[src/rtl/clock_pkg.sv]
// Shared types, limits and BCD increment helpers for the digital clock.
package clock_pkg;

  typedef logic [3:0] bcd_t;

  typedef struct packed {
    bcd_t tens;
    bcd_t units;
  } bcd_pair_t;

  localparam int   SEC_MAX             = 59;
  localparam int   MIN_TENS_MAX        = 5;
  localparam int   HR_TENS_MAX         = 2;
  localparam int   HR_UNITS_MAX_AT_TOP = 3;
  localparam bcd_t BCD_UNITS_MAX       = 4'd9;

  function automatic logic min_at_max(input bcd_pair_t m);
    return (m.tens == bcd_t'(MIN_TENS_MAX)) && (m.units == BCD_UNITS_MAX);
  endfunction

  // Minutes advance modulo 60; the caller decides whether 59->00 carries.
  function automatic bcd_pair_t min_next(input bcd_pair_t m);
    bcd_pair_t r;
    r = m;
    if (m.units == BCD_UNITS_MAX) begin
      r.units = '0;
      r.tens  = (m.tens == bcd_t'(MIN_TENS_MAX)) ? '0 : m.tens + 4'd1;
    end else begin
      r.units = m.units + 4'd1;
    end
    return r;
  endfunction

  function automatic bcd_pair_t hr_next(input bcd_pair_t h);
    bcd_pair_t r;
    r = h;
    if ((h.tens == bcd_t'(HR_TENS_MAX)) && (h.units == bcd_t'(HR_UNITS_MAX_AT_TOP))) begin
      r = '0;
    end else if (h.units == BCD_UNITS_MAX) begin
      r.units = '0;
      r.tens  = h.tens + 4'd1;
    end else begin
      r.units = h.units + 4'd1;
    end
    return r;
  endfunction

endpackage

[src/rtl/tick_gen.sv]
// Prescaler dividing clk down to a 1 Hz tick, plus the 50 % duty colon blink.
module tick_gen #(
  parameter int CLK_HZ = 100_000_000
) (
  input  logic clk,
  input  logic rst_n,
  input  logic en_i,
  input  logic clr_i,
  output logic wrap_o,
  output logic tick_o,
  output logic colon_o
);

  localparam int           W    = (CLK_HZ > 1) ? $clog2(CLK_HZ) : 1;
  localparam logic [W-1:0] TC   = W'(CLK_HZ - 1);
  localparam logic [W-1:0] HALF = W'(CLK_HZ / 2);

  logic [W-1:0] cnt_q, cnt_d;
  logic         tick_q, colon_q;

  // wrap_o is combinational so the time digits update on the same edge as tick_o.
  assign wrap_o = en_i && !clr_i && (cnt_q == TC);

  always_comb begin
    cnt_d = cnt_q;
    if (clr_i) begin
      cnt_d = '0;
    end else if (en_i) begin
      cnt_d = (cnt_q == TC) ? '0 : cnt_q + W'(1);
    end
  end

  always_ff @(posedge clk or negedge rst_n) begin
    if (!rst_n) begin
      cnt_q   <= '0;
      tick_q  <= 1'b0;
      colon_q <= 1'b1;
    end else begin
      cnt_q   <= cnt_d;
      tick_q  <= wrap_o;
      colon_q <= (cnt_d < HALF);
    end
  end

  assign tick_o  = tick_q;
  assign colon_o = colon_q;

endmodule

[src/rtl/bcd_time_keeper.sv]
// 24-hour BCD timekeeper: seconds/minutes/hours cascade plus button-driven time setting.
module bcd_time_keeper
  import clock_pkg::*;
#(
  parameter int CLK_HZ = 100_000_000
) (
  input  logic clk,
  input  logic rst_n,
  input  logic run,
  input  logic set_mode,
  input  logic inc_min,
  input  logic inc_hr,
  output bcd_t min,
  output bcd_t min2,
  output bcd_t hr1,
  output bcd_t hr2,
  output logic sec_tick,
  output logic colon
);

  logic      wrap;
  logic [5:0] sec_q, sec_d;
  bcd_pair_t mins_q, mins_d;
  bcd_pair_t hrs_q, hrs_d;

  tick_gen #(.CLK_HZ(CLK_HZ)) u_tick_gen (
    .clk    (clk),
    .rst_n  (rst_n),
    .en_i   (run && !set_mode),
    .clr_i  (set_mode),
    .wrap_o (wrap),
    .tick_o (sec_tick),
    .colon_o(colon)
  );

  // wrap is never true in set mode, so the tick and set branches are exclusive.
  always_comb begin
    sec_d  = sec_q;
    mins_d = mins_q;
    hrs_d  = hrs_q;
    if (wrap) begin
      if (sec_q == 6'(SEC_MAX)) begin
        sec_d  = '0;
        mins_d = min_next(mins_q);
        if (min_at_max(mins_q)) begin
          hrs_d = hr_next(hrs_q);
        end
      end else begin
        sec_d = sec_q + 6'd1;
      end
    end else if (set_mode) begin
      if (inc_min) begin
        sec_d  = '0;
        mins_d = min_next(mins_q);
      end
      if (inc_hr) begin
        hrs_d = hr_next(hrs_q);
      end
    end
  end

  always_ff @(posedge clk or negedge rst_n) begin
    if (!rst_n) begin
      sec_q  <= '0;
      mins_q <= '0;
      hrs_q  <= '0;
    end else begin
      sec_q  <= sec_d;
      mins_q <= mins_d;
      hrs_q  <= hrs_d;
    end
  end

  assign min  = mins_q.units;
  assign min2 = mins_q.tens;
  assign hr1  = hrs_q.units;
  assign hr2  = hrs_q.tens;

endmodule

[config.mk]
export PLATFORM = sky130hd
export DESIGN_NAME = bcd_time_keeper
export DESIGN_NICKNAME = d
export VERILOG_FILES = /design/src/rtl/clock_pkg.sv /design/src/rtl/tick_gen.sv /design/src/rtl/bcd_time_keeper.sv
export SDC_FILE = /design/constraint.sdc
export NUM_CORES = 1
export LEC_CHECK = 0
export ABC_AREA = 1
export ABC_CLOCK_PERIOD_IN_PS = 2200
export BUFFER_PORTS_ARGS = -buffer_cell sky130_fd_sc_hd__buf_2
export CORE_AREA = 3 3 104 106
export DETAILED_ROUTE_END_ITERATION = 10
export DIE_AREA = 0 0 107 109
export SLEW_MARGIN = 20
export SYNTH_ARGS = -nofsm -noshare
export SYNTH_HDL_FRONTEND = slang
export SYNTH_HIERARCHICAL = 1
export SYNTH_SLANG_ARGS = --single-unit
[constraint.sdc]
create_clock -name clk -period 2.2 [get_ports clk]
set_input_delay 0.44 -clock clk [delete_from_list [all_inputs] [get_ports clk]]
set_output_delay 0.44 -clock clk [all_outputs]
set_load 0.01 [all_outputs]
==> reports/metrics.yaml <==
status: "finished, final reports clean"
avgViaCountPerCell: 4.83
rsz0062_at_grt: "yes"
cellPowerDensity_mw_per_mm2: 610
area_delta_synth_final_pct: 18.5
yosys_register_bits: 51
port_buffers: 23
drc_errors: 0
routabilityCongestion: 0.921
num_rows: 36
synthCells: 478
cts_tree: "yes"
dieHeight_um: 109
max-cap-violations: 0
critPathKind: "reg -> reg"
dieArea_mm2: 0.0117
ant_nets: 0
final_util: 0.417
grt_max_degree: 52
arrival_ps: 2330
path_max_fanout: 7
cts_root_buf: "clkbuf_8"
dieWidth_um: 107
grt_overflow: 0
drt_iter0_drc: 151
hold_viol: 0
layout.cells.non_filler: 656
grt_pass1_wl_mm: 13.8
clock_latency_ps: 310
leakage_nw: 1.98
ios: 24
postPlaceCellArea_mm2: 0.00387
track_usage: 0.145
internal-power_mw: 1.72
setup_tns_ps: 0
dr.pass1.iters: 5
reg2reg_depth: 13
comb_power_share: 0.233
maxSlewViolCount: 0
synth_warnings: 6
switchingPower_mw: 0.785
dp_worst_setup_slack_ps: -49.2
setup_viol: 0
grt_pass1_vias: 3000
avgSynthCellArea_um2: 7.26
fin_skew_ps: 7.08
clock-sinks: 51
cp-start-kind: "flop"
hold_buffers: 0
nets: 534
fin_crit_ps: 2090
reg2reg_to: "min2[3]"
core-area_mm2: 0.00986
ir_drop_uv: 360
switching_share: 0.313
yosysSeqAreaShare: 0.368
rrSetupSlack_ps: 110
end_kind: "flop"
vias: 3168
fmax_ghz: 0.478
synth_nets: 490
placed_cells_incl_taps: 643
hold_slack_ps: 113
fin_crit_sh: 0.950
wl_per_cell_um: 12.5
setup_ws_ps: 110
clockBufferDepth: 2
r2r-start: "u_tick_gen/cnt_q[1]"
hold_path_class: "in -> async"
n_antenna_cell: 0
clk_pin_slew_ps: 100
antenna_found_initial: 0
start_util: 0.352
power_frac_seq: 0.456
syn_area_mm2: 0.00347
pwr-share-clk: 0.311
numCtsBuffers: 5
final_area_mm2: 0.00411
worst-endpoint-required_ps: 2440
slew_headroom: 0.755
tightest_slew_ps: 367
drive_gt1_frac: 0.212
wirelength_mm: 8.17
htree_levels: 2
yosysUniqueCellTypes: 38
power.total_mw: 2.51
hpwl_mm: 6.23
-- worst max-delay path by stage --
stage / startpoint / end / depth (start not counted)
floorplan: run / hr1[2] / 11
global placement: set_mode / u_tick_gen/colon_o / 16
detailed placement: set_mode / u_tick_gen/colon_o / 16
CTS: u_tick_gen/cnt_q[1] / min[1] / 12
global route: u_tick_gen/cnt_q[1] / min2[2] / 13
finish: u_tick_gen/cnt_q[1] / min2[3] / 13
-- placed cells by master (no fill, tap or decap), types with 2 or more instances in the layout --
cell       Yosys  final
nand2_1      126    123
nand2_2        5      5
a21oi_1        8      7
bufinv_16      0      2
nor3_1         5      4
nor2_2         4      8
inv_1         66     64
o21ai_2        8      7
nand3_2        5      4
nor2_4         8      8
or2_1          2      2
nor2_8         2      2
a21oi_2        3      4
nor2_1        62     58
o21ai_4        1      2
or2_2          3      3
inv_2          2      4
o21ai_0        8      6
nor3_2         2      2
nand3b_1       4      4
buf_12         0      2
o21ai_1        3      5
buf_4          0     16
xor2_1        12     12
dfrtp_1       50     48
nand2_4        5      6
o32ai_1        2      2
nand2_8        0      2
dfrtp_2        0      2
nand3_1       42     42
clkbuf_8       0      5
ha_1           6      5
o22ai_1        4      4
xnor2_1        5      5
buf_2          1     23
nand4_1       14     14
o21bai_1       2      2
-- routing by layer --
metal | GRT usage | routed length, um
met3 | 0.0249 | 389
met4 | 0.0320 | 87
met2 | 0.248 | 3870
met5 | 0 | 0
met1 | 0.192 | 3820
-- critical path, cell delays in order, from the launching register on --
cell	delay (ps)
dfrtp_1	400
ha_2	220
nand2_4	80
nor2_8	150
nand2_4	80
nor2_4	110
nand2_4	70
nor3_4	300
inv_2	80
nor2_4	200
nor2_4	80
nand2_4	130
nand2_1	80
o21ai_2	50
-- logic make-up after synthesis --
kind of cell,count (synthesis),share of synthesized area
adder cells (fa/ha/maj),6,0.0216
flip-flops,51,0.368
AND/OR/NAND/NOR,290,0.406
buffers and inverters,73,0.0797
AO/OA/AOI/OAI,41,0.0812
XOR/XNOR,17,0.0429
-- final cells by class --
cell class                 instances  area [um^2]
inverter                          69          259
clock buffer                       6         72.6
multi-input combinational        354         2000
fill                             993         5750
tap                              133          166
clock inverter                     2         60.1
timing repair buffer              41          275
sequential                        51         1280
-- synthesized netlist by cell type, drive strengths merged --
library cell / count / area, um^2
and2: 1 / 6.26
dfrtp: 50 / 1250
dfstp: 1 / 26.3
nand4: 14 / 87.6
nand3: 47 / 260
or2: 5 / 31.3
xor2: 12 / 105
o41ai: 1 / 8.76
nand3b: 4 / 30.0
o32ai: 2 / 17.5
clkinv: 1 / 3.75
o21ai: 20 / 141
inv: 68 / 255
a21oi: 11 / 66.3
o21bai: 2 / 15.0
o31ai: 1 / 7.51
buf: 1 / 5.00
nor3: 7 / 45.0
xnor2: 5 / 43.8
ha: 6 / 75.1
nand2: 136 / 561
nor2: 76 / 388
clkbuf: 3 / 12.5
o22ai: 4 / 25.0
-- what timing repair did --
action | 4_1_cts | 5_1_grt
endpoints found under the hold margin | 0 | 0
setup buffers | 0 | 6
pin swaps | 0 | 10
resized for setup | 1 | 21
setup endpoints to repair | 1 | 17
-- power by group through the flow --
stage	registers, mW	clock network (mW)	logic (mW)
2_1_floorplan	1.18	0	0.340
3_3_place_gp	1.16	0	0.565
3_5_place_dp	1.16	0	0.574
4_1_cts	1.14	0.804	0.578
5_1_grt	1.17	0.836	0.668
6_report	1.14	0.779	0.584
-- sequential cells by signal (all words and copies together), names as in the netlist --
| register | cells |
|---|---|
| u_tick_gen/cnt_q | 27 |
| sec_q | 6 |
| hr1 | 4 |
| hr2 | 4 |
| min2 | 4 |
| min | 4 |
| u_tick_gen/colon_o | 1 |
| u_tick_gen/tick_o | 1 |
Power figures use the tool's default switching activity.
